`src/rtl/led_pkg.sv`:
```
// Shared definitions for the LED panel BCM scheduler: one-hot state encoding,
// default geometry and the shift watchdog limit.
package led_pkg;

   localparam int         ROW_BITS_DEF = 5;
   localparam int         PLANES_DEF   = 8;
   localparam logic [7:0] WD_LIMIT     = 8'd255;

   typedef enum logic [5:0] {
      S_IDLE    = 6'b000001,
      S_SHIFT   = 6'b000010,
      S_HOLD    = 6'b000100,
      S_BLANK   = 6'b001000,
      S_LATCH   = 6'b010000,
      S_UNBLANK = 6'b100000
   } state_t;

endpackage

```
`src/rtl/led_on_timer.sv`:
```
// Display on-time countdown: loads a tick count and decrements to zero, saturating.
module led_on_timer #(
   parameter int TICK_BITS = 16
) (
   input  logic                 clk,
   input  logic                 resetn,
   input  logic                 load,
   input  logic [TICK_BITS-1:0] value,
   output logic                 zero
);

   logic [TICK_BITS-1:0] count_q;

   always_ff @(posedge clk or negedge resetn) begin
      if (!resetn) begin
         count_q <= '0;
      end else if (load) begin
         count_q <= value;
      end else if (count_q != '0) begin
         count_q <= count_q - TICK_BITS'(1);
      end
   end

   // Flags the cycle in which the count runs out, so a loaded value of N gives N on-cycles.
   assign zero = (count_q <= TICK_BITS'(1));

endmodule

```
`src/rtl/led_bcm_scheduler.sv`:
```
// Row/bit-plane scheduler for a HUB75-style panel using binary-coded modulation.
// Optional shift watchdog and sticky shift_timeout output: define LED_SCHED_WATCHDOG_EN.
module led_bcm_scheduler
   import led_pkg::*;
#(
   parameter int ROW_BITS   = ROW_BITS_DEF,
   parameter int PLANES     = PLANES_DEF,
   parameter int BASE_TICKS = 4,
   parameter int TICK_BITS  = 16
) (
   input  logic                       clk,
   input  logic                       resetn,
   input  logic                       enable,
   output logic                       shift_start,
   output logic [ROW_BITS-1:0]        shift_row,
   output logic [$clog2(PLANES)-1:0]  shift_plane,
   input  logic                       shift_done,
   output logic [ROW_BITS-1:0]        led_addr,
   output logic                       led_latch,
   output logic                       led_blank,
   output logic                       frame_strobe,
   output logic                       busy,
`ifdef LED_SCHED_WATCHDOG_EN
   output logic                       shift_timeout,
`endif
   output state_t                     fsm_state
);

   localparam int PLANE_BITS = $clog2(PLANES);

   state_t                state_q, state_d;
   logic                  first_q;
   logic                  blank_q;
   logic [ROW_BITS-1:0]   addr_q;
   logic [ROW_BITS-1:0]   row_q;
   logic [PLANE_BITS-1:0] plane_q;
   logic [PLANE_BITS-1:0] lat_plane_q;
   logic                  timer_load;
   logic                  timer_zero;
   logic [TICK_BITS-1:0]  load_value;
   logic                  last_plane;
   logic                  last_row;

   assign last_plane = (plane_q == PLANE_BITS'(PLANES - 1));
   assign last_row   = &row_q;
   assign load_value = TICK_BITS'(BASE_TICKS) << lat_plane_q;

`ifdef LED_SCHED_WATCHDOG_EN
   logic [7:0] wd_q;
   logic       timeout_q;
   logic       wd_fire;

   assign wd_fire = (state_q == S_SHIFT) && !(!first_q && shift_done)
                    && (wd_q == WD_LIMIT - 8'd1);

   always_ff @(posedge clk or negedge resetn) begin
      if (!resetn) begin
         wd_q      <= '0;
         timeout_q <= 1'b0;
      end else begin
         if (state_q != S_SHIFT) wd_q <= '0;
         else                    wd_q <= wd_q + 8'd1;
         if (wd_fire) timeout_q <= 1'b1;
      end
   end

   assign shift_timeout = timeout_q;
`endif

   always_comb begin
      state_d      = state_q;
      shift_start  = 1'b0;
      led_latch    = 1'b0;
      frame_strobe = 1'b0;
      timer_load   = 1'b0;
      case (state_q)
         S_IDLE:    if (enable) state_d = S_SHIFT;
         S_SHIFT: begin
            shift_start = first_q;
            // A done pulse in the same cycle as the start request is stale.
            if (!first_q && shift_done) state_d = S_HOLD;
`ifdef LED_SCHED_WATCHDOG_EN
            else if (wd_fire) state_d = S_IDLE;
`endif
         end
         S_HOLD:    if (timer_zero) state_d = enable ? S_BLANK : S_IDLE;
         S_BLANK:   state_d = S_LATCH;
         S_LATCH: begin
            led_latch = 1'b1;
            state_d   = S_UNBLANK;
         end
         S_UNBLANK: begin
            timer_load   = 1'b1;
            frame_strobe = last_plane && last_row;
            state_d      = S_SHIFT;
         end
         default:   state_d = S_IDLE;
      endcase
   end

   always_ff @(posedge clk or negedge resetn) begin
      if (!resetn) begin
         state_q     <= S_IDLE;
         first_q     <= 1'b0;
         blank_q     <= 1'b1;
         addr_q      <= '0;
         row_q       <= '0;
         plane_q     <= '0;
         lat_plane_q <= '0;
      end else begin
         state_q <= state_d;
         first_q <= (state_d == S_SHIFT) && (state_q != S_SHIFT);
         if (state_d == S_BLANK || state_d == S_IDLE) blank_q <= 1'b1;
         else if (state_q == S_UNBLANK)               blank_q <= 1'b0;
         case (state_q)
            S_IDLE: if (enable) begin
               row_q   <= '0;
               plane_q <= '0;
            end
            S_LATCH: begin
               addr_q      <= row_q;
               lat_plane_q <= plane_q;
            end
            S_UNBLANK: if (last_plane) begin
               plane_q <= '0;
               row_q   <= row_q + ROW_BITS'(1);
            end else begin
               plane_q <= plane_q + PLANE_BITS'(1);
            end
            default: ;
         endcase
      end
   end

   led_on_timer #(.TICK_BITS(TICK_BITS)) u_on_timer (
      .clk    (clk),
      .resetn (resetn),
      .load   (timer_load),
      .value  (load_value),
      .zero   (timer_zero)
   );

   assign shift_row   = row_q;
   assign shift_plane = plane_q;
   assign led_addr    = addr_q;
   assign led_blank   = blank_q;
   assign busy        = (state_q != S_IDLE);
   assign fsm_state   = state_q;

endmodule

```
`config.mk`:
```
export PLATFORM = sky130hd
export DESIGN_NAME = led_bcm_scheduler
export DESIGN_NICKNAME = d
export VERILOG_FILES = /design/src/rtl/led_pkg.sv /design/src/rtl/led_on_timer.sv /design/src/rtl/led_bcm_scheduler.sv
export SDC_FILE = /design/constraint.sdc
export NUM_CORES = 1
export LEC_CHECK = 0
export ABC_AREA = 1
export BUFFER_PORTS_ARGS = -buffer_cell sky130_fd_sc_hd__buf_4
export CAP_MARGIN = 15
export CELL_PAD_IN_SITES_DETAIL_PLACEMENT = 0
export CELL_PAD_IN_SITES_GLOBAL_PLACEMENT = 1
export CORE_AREA = 2 2 73 75
export CTS_BUF_LIST = sky130_fd_sc_hd__clkbuf_8
export DETAILED_ROUTE_END_ITERATION = 8
export DIE_AREA = 0 0 75 77
export GPL_ROUTABILITY_DRIVEN = 1
export HOLD_SLACK_MARGIN = 0.1
export PLACE_DENSITY_LB_ADDON = 0.1
export SLEW_MARGIN = 30
export SYNTH_ARGS = -nofsm -noshare
export SYNTH_HDL_FRONTEND = slang
export SYNTH_SLANG_ARGS = --single-unit
export TNS_END_PERCENT = 30
```
`constraint.sdc`:
```
create_clock -name clk -period 4.2 [get_ports clk]
set_input_delay 0.84 -clock clk [delete_from_list [all_inputs] [get_ports clk]]
set_output_delay 0.84 -clock clk [all_outputs]
set_load 0.005 [all_outputs]
```
==> reports/metrics.json, run 1 <==
{
  "slew_headroom_pct": 65.4,
  "grt_setup_unrepaired": "false",
  "syn_to_final_growth_pct": 15.3,
  "post_synth_instance_area_mm2": 0.00225,
  "drt_iter0_markers": 131,
  "worstSetupPathType": "reg -> out",
  "worstMarginPinSlew_ps": 518,
  "detail_route.vias_per_cell": 4.73,
  "critPathCaptureType": "primary output",
  "worst_hold_check_path_type": "reg -> reg",
  "crit_path_max_fanout": 16,
  "period_share_pct": 59.3,
  "worst_clock_skew_ps": 6.19,
  "post-route-util_pct": 52.1,
  "cts_setup_buffers": 0,
  "grt_antenna_before_repair": 0,
  "whs_ps": 474,
  "clkSinkCount": 40,
  "placementRows": 26,
  "tritoncts.num_buffers": 5,
  "ioPinCount": 28,
  "status": "finished clean",
  "dr_total_vias": 1919,
  "drive_above_1_share_pct": 14.6,
  "cp-start-kind": "register",
  "number_of_stages_on_the_worst_hold_path": 2,
  "ant_nets": 0,
  "routedWlPerCell_um": 12.2,
  "die_h_um": 77,
  "post_synth_num_cell_types": 25,
  "synth_async_sr_flop_share_pct": 100,
  "placement.io_buffers": 27,
  "cp.arrival_ps": 1650,
  "drt_drc_violations_left": 0,
  "global_route.overflow_total": 0,
  "min-delay-start": "led_blank$_DFFE_PN1P_",
  "die_w_um": 75,
  "yosys_register_bits": 40,
  "peakVddDrop_uv": 230,
  "slew_viol_final": 0,
  "mean_post_synth_cell_area_um2": 7.38,
  "number_of_nets_in_the_synthesized_netlist": 316,
  "timing.final.setup_violations": 0,
  "cts-resized-gates": 0,
  "maximum_number_of_pins_on_one_net_before_global_route_repair": 41,
  "regArea_mm2": 0.00100,
  "dr.pass1.iters": 4,
  "first_global_vias": 1863,
  "power_per_cell_area_mw_per_mm2": 517,
  "floorplan.die_area_mm2": 0.00578,
  "sum_of_negative_setup_slack_ps": 0,
  "place.gp.congestion": 0.887,
  "p_leak_uw": 0.00139,
  "cts_htree_levels": 2,
  "yosysWarningCount": 0,
  "totalWireLength_mm": 4.94,
  "clock_path_buffers": 2,
  "seq_area_frac_synth_pct": 44.6,
  "regToRegEndpoint": "u_on_timer.count_q[9]$_DFFE_PN0P_",
  "timing.reg2reg.setup_slack_ps": 2490,
  "final_common_cell": "nand2_1",
  "power_uw": 1340,
  "critical_path_required_ps": 3360,
  "final.fill_count": 512,
  "clock_tree_from_tritoncts": "yes",
  "multi_input_comb_area_mm2": 0.00106,
  "first_pass_grt_wire_length_mm": 8.80,
  "numPlacedInstances": 398,
  "clk_latency_ps": 290,
  "postSynthCellCount": 305,
  "path_clk_slew_ps": 80,
  "final_period_minus_worst_setup_slack_ps": 2490,
  "antenna-diode-count": 0,
  "finalHoldViolCount": 0,
  "layout_common_cells": "nand2_1, nor2_1, inv_1",
  "initial_utilization_pct": 45.2,
  "timing.max_cap.violations": 0,
  "ff2ff_path_depth": 7,
  "timing.hold.worst_endpoint": "led_blank$_DFFE_PN1P_",
  "dp_hpwl_mm": 3.63,
  "hold_buffers": 0,
  "max_clock_freq_mhz": 401,
  "grt.total_usage_pct": 19.8,
  "floorplan.core_area_mm2": 0.00498,
  "synth-edff-count": 0,
  "final-instance-count-excl-fill": 406,
  "nNetsFinal": 346,
  "clock_tree.root_cell": "clkbuf_8",
  "synthFlopType": "dfrtp_1",
  "critical_path.reg2reg.startpoint": "fsm_state[2]$_DFF_PN0_"
}
## per-stage QoR
stage	setup slack, ps	instance area [um2]
floorplan	2220	2250
global placement	2030	2510
detailed placement	2010	2510
CTS	1680	2590
global route	1530	2590
finish	1710	2590
## Yosys cell counts (2+ instances only)
cell	n	area, um2
ha_1	7	87.6
a21oi_1	6	30.0
inv_2	2	7.51
nand2_1	75	282
buf_6	2	22.5
inv_1	39	146
nand4_1	6	37.5
nor2_1	57	214
nor2_2	3	18.8
nor2_4	2	22.5
nand3_1	34	170
dfrtp_1	38	951
o21ai_0	17	85.1
a21o_1	3	22.5
o21ai_1	3	15.0
dfstp_2	2	52.6
## per-layer routing
layer	global-route usage [%]	routed length, um	vias to the layer above
met2	28.2	2140	37
li1	-	-	1023
met3	4.86	235	6
met1	29.7	2510	853
met4	5.36	57	0
met5	0	0	-
## worst max path at each step
stage	startpoint	end	slack, ps
CTS	fsm_state[2]$_DFF_PN0_	led_latch	1680
global placement	fsm_state[2]$_DFF_PN0_	led_latch	2030
detailed placement	fsm_state[2]$_DFF_PN0_	led_latch	2010
floorplan	fsm_state[2]$_DFF_PN0_	frame_strobe	2220
global route	fsm_state[2]$_DFF_PN0_	led_latch	1530
finish	fsm_state[2]$_DFF_PN0_	led_latch	1710
## cells by family after synthesis
family	count (synthesis)	share of synthesized area, %
flip-flops	40	44.6
adder cells (fa/ha/maj)	7	3.89
XOR/XNOR	1	0.389
AO/OA/AOI/OAI	30	7.50
AND/OR/NAND/NOR	182	35.4
buffers and inverters	45	8.23
## cell type report
cell class / instances / area share [%]
Multi-Input combinational cell: 220 / 40.9
Sequential cell: 40 / 38.7
Timing Repair Buffer: 27 / 7.81
Inverter: 41 / 5.93
Tap cell: 70 / 3.38
Clock buffer: 5 / 2.65
Clock inverter: 3 / 0.627
## power by group
group | switching [uW] | total (uW) | internal (uW)
Combinational | 313 | 505 | 192
Clock | 137 | 251 | 114
Sequential | 98.5 | 584 | 486
Total | 549 | 1340 | 792
## state kept, by name (all words and copies together) (netlist names)
name / flops
u_on_timer.count_q: 16
fsm_state: 6
led_addr: 5
shift_row: 5
lat_plane_q: 3
shift_plane: 3
first_q: 1
led_blank: 1
## critical path: stages (launching register included)
cell and delay, ps:
dfrtp_1 440, nor2_4 210, nand4_2 340, inv_1 230
buf_4 140
No activity file was read; power rests on OpenSTA's default activity.
==> inputs of run 2 (changes only) <==
--- a/config.mk
+++ b/config.mk
@@ -10,10 +10,10 @@
 export CAP_MARGIN = 15
 export CELL_PAD_IN_SITES_DETAIL_PLACEMENT = 0
 export CELL_PAD_IN_SITES_GLOBAL_PLACEMENT = 1
-export CORE_AREA = 2 2 73 75
+export CORE_AREA = 2 2 79 81
 export CTS_BUF_LIST = sky130_fd_sc_hd__clkbuf_8
 export DETAILED_ROUTE_END_ITERATION = 8
-export DIE_AREA = 0 0 75 77
+export DIE_AREA = 0 0 81 83
 export GPL_ROUTABILITY_DRIVEN = 1
 export HOLD_SLACK_MARGIN = 0.1
 export PLACE_DENSITY_LB_ADDON = 0.1
==> constraint.sdc (replaced) <==
create_clock -name clk -period 2.05 [get_ports clk]
set_input_delay 0.41 -clock clk [delete_from_list [all_inputs] [get_ports clk]]
set_output_delay 0.41 -clock clk [all_outputs]
set_load 0.005 [all_outputs]
==> run 2 against run 1 <==
Net effect: clock power grew to 2.8 times the previous value; clock-buffer cell count is 2 higher; cell area is 4.1% higher; sequential cell count stayed put; core utilization decreased by 5.7 points; register-to-register slack worse by 2000 ps; first-iteration DRC count fell by 47%; combinational power is 120% higher; critical path depth grew 3; die area grew 16%; sequential share of layout area down 1.4 points.
==> reports/metrics.json, run 2 (synthesis results as in run 1) <==
{
  "grt_setup_unrepaired": "false",
  "nNetsFinal": 351,
  "period_share_pct": 92.3,
  "power_per_cell_area_mw_per_mm2": 1110,
  "antenna-diode-count": 0,
  "clkSinkCount": 40,
  "critical_path_required_ps": 1640,
  "max_flop_register": "u_on_timer.count_q",
  "routedWlPerCell_um": 13.0,
  "p_leak_uw": 0.00143,
  "critPathBufInv": 1,
  "placement.io_buffers": 27,
  "final_period_minus_worst_setup_slack_ps": 1890,
  "die_h_um": 83,
  "placementRows": 28,
  "worstSetupPathType": "reg -> out",
  "place.gp.congestion": 0.779,
  "cp.depth": 7,
  "worst_path_max_delay_cell": "dfrtp_2",
  "syn_to_final_growth_pct": 20.0,
  "critPathLaunch": "shift_row[0]$_DFFE_PN0P_",
  "grt_antenna_before_repair": 0,
  "clk_latency_ps": 300,
  "cp.arrival_ps": 1480,
  "drive_above_1_share_pct": 17.6,
  "crit_path_max_fanout": 6,
  "path_clk_slew_ps": 80,
  "cpLargestDelayFamily": "flip-flops",
  "worst_setup_path_endpoint": "frame_strobe",
  "drt_iter0_markers": 70,
  "clock_path_buffers": 2,
  "largest_register_ffs": 16,
  "timing.reg2reg.setup_slack_ps": 450,
  "dr_total_vias": 1974,
  "timing.max_cap.violations": 0,
  "dr.pass1.iters": 4,
  "ff2ff_path_depth": 7,
  "regToRegEndpoint": "u_on_timer.count_q[15]$_DFFE_PN0P_",
  "tritoncts.num_buffers": 5,
  "slew_headroom_pct": 64.9,
  "global_route.overflow_total": 0,
  "first_pass_grt_wire_length_mm": 9.56,
  "detail_route.vias_per_cell": 4.75,
  "totalWireLength_mm": 5.41,
  "grt.total_usage_pct": 18.3,
  "cp-start-kind": "register",
  "final_common_cell": "nand2_1",
  "die_w_um": 81,
  "timing.final.setup_violations": 0,
  "peakVddDrop_uv": 431,
  "dp_hpwl_mm": 4.10,
  "status": "finished clean",
  "worst_hold_check_path_type": "in -> async",
  "max_clock_freq_mhz": 528,
  "critical_path.reg2reg.startpoint": "u_on_timer.count_q[0]$_DFFE_PN0P_",
  "layout_common_cells": "nand2_1, nor2_1, inv_1",
  "ant_nets": 0,
  "first_global_vias": 2015,
  "worst_clock_skew_ps": 5.92,
  "slew_viol_final": 0,
  "power_uw": 3010,
  "sum_of_negative_setup_slack_ps": 0,
  "finalHoldViolCount": 0,
  "maximum_number_of_pins_on_one_net_before_global_route_repair": 41,
  "clock_tree.root_cell": "clkbuf_8",
  "critPathCaptureType": "primary output",
  "initial_utilization_pct": 38.7,
  "drt_drc_violations_left": 0,
  "clock_tree_from_tritoncts": "yes",
  "floorplan.die_area_mm2": 0.00672,
  "ioPinCount": 28,
  "max_stage_delay_ps": 460,
  "floorplan.core_area_mm2": 0.00582,
  "worstMarginPinSlew_ps": 526,
  "cts_htree_levels": 2,
  "path_cells": "ha_4, nand2_1, nor2_2, ha_1, nand2_1, nor2_2, buf_4"
}
==> run 2: changes by cell type in the layout (fill, tap and decap cells not counted) <==
cell | before | now
inv_1 | 40 | 39
buf_4 | 27 | 32
nor2_1 | 57 | 55
ha_4 | 0 | 1
ha_1 | 7 | 6
nor2_2 | 3 | 5
clkinv_2 | 1 | 0
clkinvlp_4 | 1 | 0
bufinv_16 | 0 | 1
dfrtp_1 | 38 | 36
clkbuf_8 | 5 | 7
dfrtp_2 | 0 | 2
==> run 2: stage by stage <==
| stage | area (um2) | hold slack [ps] | setup slack, ps | instances | util (%) |
|---|---|---|---|---|---|
| CTS | 2670 | 106 | 82.8 | 415 | 46.0 |
| floorplan | 2250 | 114 | 496 | 305 | - |
| global route | 2700 | 124 | 11.6 | 416 | 46.4 |
| global placement | 2550 | 429 | 465 | 407 | 43.8 |
| detailed placement | 2550 | 431 | 429 | 407 | 43.8 |
| finish | 2700 | 78.0 | 157 | 416 | 46.4 |
==> run 2: repair_timing <==
| action | 4_1_cts | 5_1_grt |
|---|---|---|
| buffers inserted | 0 | 1 |
| resized for setup | 0 | 6 |
| hold buffers | 0 | 0 |
| setup endpoints to repair | 0 | 1 |
==> run 2: where the power goes <==
part / switching [uW] / total (uW) / internal [uW]
registers: 215 / 1210 / 997
clock network: 283 / 712 / 430
logic: 658 / 1090 / 427
total: 1160 / 3010 / 1850
==> run 2: worst min path at each step <==
stage	to	slack, ps	cells after the start
floorplan	first_q$_DFF_PN0_	110	0
finish	fsm_state[3]$_DFF_PN0_	80	1
global route	fsm_state[2]$_DFF_PN0_	120	1
CTS	shift_plane[1]$_DFFE_PN0P_	110	1
global placement	fsm_state[2]$_DFF_PN0_	430	1
detailed placement	fsm_state[2]$_DFF_PN0_	430	1
==> run 2: final cells by class <==
cell class | instances | area, um2
Fill cell | 623 | 3120
Multi-Input combinational cell | 220 | 1080
Sequential cell | 40 | 1010
Timing Repair Buffer | 32 | 240
Inverter | 41 | 154
Clock buffer | 7 | 96.3
Tap cell | 75 | 93.8
Clock inverter | 1 | 30.0
==> run 2: layer usage <==
layer | vias to the layer above | GRT usage, % | share of wire, %
met4 | 0 | 4.62 | 1.1
met3 | 6 | 4.13 | 4.0
li1 | 1029 | - | -
met2 | 34 | 28.9 | 46
met1 | 905 | 25.1 | 49
met5 | - | 0 | 0
==> inputs of run 3 (changes only) <==
--- a/config.mk
+++ b/config.mk
@@ -15,7 +15,7 @@
 export DETAILED_ROUTE_END_ITERATION = 8
 export DIE_AREA = 0 0 81 83
 export GPL_ROUTABILITY_DRIVEN = 1
-export HOLD_SLACK_MARGIN = 0.1
+export HOLD_SLACK_MARGIN = 0.12
 export PLACE_DENSITY_LB_ADDON = 0.1
 export SLEW_MARGIN = 30
 export SYNTH_ARGS = -nofsm -noshare
==> run 3 against run 2 <==
Net effect: non-clock buffer count is 1 higher; maximum frequency barely moved; cell area up 0.37%; sequential share of layout area fell by 0.14 points; via count rose by 0.25%; wire length rose by 0.54%; combinational power hardly changed; clock-buffer cell count unchanged; cell count rose by 0.24%; sequential power barely moved.
==> reports/metrics.json, run 3 (synthesis results as in run 1) <==
{
  "grt.total_usage_pct": 18.3,
  "worst_clock_skew_ps": 6.18,
  "first_pass_grt_wire_length_mm": 9.55,
  "slew_headroom_pct": 64.9,
  "worst_hold_check_path_type": "in -> reg",
  "critPathLaunch": "shift_row[0]$_DFFE_PN0P_",
  "floorplan.die_area_mm2": 0.00672,
  "die_w_um": 81,
  "layout_common_cells": "nand2_1, nor2_1, inv_1",
  "grt_antenna_before_repair": 0,
  "power_report.internal_total_uw": 1860,
  "ant_nets": 0,
  "detail_route.vias_per_cell": 4.75,
  "path_cells": "ha_4, nand2_1, nor2_2, ha_1, nand2_1, nor2_2, buf_4",
  "clock_path_buffers": 2,
  "worst_path_max_delay_cell": "dfrtp_2",
  "floorplan.core_area_mm2": 0.00582,
  "dr_total_vias": 1979,
  "cp.arrival_ps": 1480,
  "path_clk_slew_ps": 80,
  "drt_iter0_markers": 75,
  "finalHoldViolCount": 0,
  "timing.final.setup_violations": 0,
  "final-instance-count-excl-fill": 417,
  "part_of_the_total_power_dissipated_in_the_clock_network_pct": 23.6,
  "antenna-diode-count": 0,
  "first_global_vias": 2014,
  "dp_hpwl_mm": 4.10,
  "timing.reg2reg.setup_slack_ps": 450,
  "power_per_cell_area_mw_per_mm2": 1110,
  "power.share.switching_pct": 38.4,
  "routedWlPerCell_um": 13.0,
  "period_share_pct": 92.3,
  "placementRows": 28,
  "critical_path.reg2reg.startpoint": "u_on_timer.count_q[0]$_DFFE_PN0P_",
  "regToRegEndpoint": "u_on_timer.count_q[15]$_DFFE_PN0P_",
  "numPlacedInstances": 407,
  "cell_area_after_layout_mm2": 0.00271,
  "tritoncts.num_buffers": 5,
  "grt_setup_unrepaired": "false",
  "worst_setup_path_endpoint": "frame_strobe",
  "global_route.overflow_total": 0,
  "cts_htree_levels": 2,
  "worstSetupPathType": "reg -> out",
  "ioPinCount": 28,
  "max_flop_register": "u_on_timer.count_q",
  "maximum_number_of_pins_on_one_net_before_global_route_repair": 41,
  "power_uw": 3010,
  "syn_to_final_growth_pct": 20.4,
  "initial_utilization_pct": 38.7,
  "cp-start-kind": "register",
  "max_clock_freq_mhz": 529,
  "ff2ff_path_depth": 7,
  "timing.max_cap.violations": 0,
  "final_common_cell": "nand2_1",
  "power.share.combinational_pct": 36.2,
  "clock_tree.root_cell": "clkbuf_8",
  "post-route-util_pct": 46.6,
  "clk_latency_ps": 290,
  "dr.pass1.iters": 4,
  "clock_tree_from_tritoncts": "yes",
  "nNetsFinal": 352,
  "p_leak_uw": 0.00143,
  "placed_area_mm2": 0.00255,
  "placement.io_buffers": 27,
  "status": "finished clean",
  "largest_register_ffs": 16,
  "place.gp.congestion": 0.779,
  "peakVddDrop_uv": 435,
  "critPathCaptureType": "primary output",
  "critical_path_required_ps": 1640,
  "drt_drc_violations_left": 0,
  "clkSinkCount": 40,
  "crit_path_max_fanout": 6,
  "slew_viol_final": 0,
  "die_h_um": 83,
  "totalWireLength_mm": 5.44,
  "max_stage_delay_ps": 460,
  "power_frac_seq_pct": 40.2,
  "drive_above_1_share_pct": 17.5,
  "worstMarginPinSlew_ps": 526,
  "final_period_minus_worst_setup_slack_ps": 1890,
  "power.net_switching_uw": 1160,
  "sum_of_negative_setup_slack_ps": 0
}
-- run 3: cell count changes in the layout (fill, tap and decap cells not counted), sizes merged --
cell | before | now
dlygate4sd3 | 0 | 1
-- run 3: cell type report --
class | instances | area (um2)
Clock buffer | 7 | 96.3
Clock inverter | 1 | 30.0
Fill cell | 622 | 3110
Inverter | 41 | 154
Multi-Input combinational cell | 220 | 1080
Sequential cell | 40 | 1010
Tap cell | 75 | 93.8
Timing Repair Buffer | 33 | 250
-- run 3: worst min-delay path by stage --
| stage | start | endpoint | depth (start not counted) |
|---|---|---|---|
| floorplan | resetn | first_q$_DFF_PN0_ | 0 |
| global placement | resetn | fsm_state[2]$_DFF_PN0_ | 1 |
| detailed placement | resetn | fsm_state[2]$_DFF_PN0_ | 1 |
| CTS | enable | fsm_state[0]$_DFF_PN1_ | 4 |
| global route | enable | fsm_state[0]$_DFF_PN1_ | 4 |
| finish | enable | fsm_state[0]$_DFF_PN1_ | 4 |
-- run 3: layer usage --
metal,GRT usage [%],up-vias,part of all wire (%)
li1,-,1031,-
met4,4.62,0,0.79
met5,0,-,0
met3,4.13,4,4.0
met2,28.9,37,46
met1,25.1,907,49
-- run 3: critical path: cells and delay by family, from the launching register on --
| kind | cells | cell delay, ps |
|---|---|---|
| adders and majority gates | 2 | 340 |
| and+or+nand+nor | 4 | 270 |
| DFF | 1 | 460 |
| buffers and inverters | 1 | 130 |
-- run 3: timing repair --
action,in CTS,in global routing
endpoints found under the hold margin,38,0
buffers inserted,0,1
hold buffers,1,0
gates resized for setup,0,6
setup endpoints to repair,0,1
-- run 3: power groups by stage --
stage          combinational (uW)  clock, uW  sequential (uW)
2_1_floorplan                 775          0             1160
4_1_cts                      1090        733             1200
6_report                     1090        711             1210
3_5_place_dp                 1080          0             1220
5_1_grt                      1300        772             1250
3_3_place_gp                 1090          0             1210
-- run 3: per-stage QoR --
step	worst slack [ps]	hold slack, ps
after global routing	11.6	423
after floorplan	496	114
final	158	410
after CTS	82.8	403
after detailed placement	429	431
after global placement	465	429
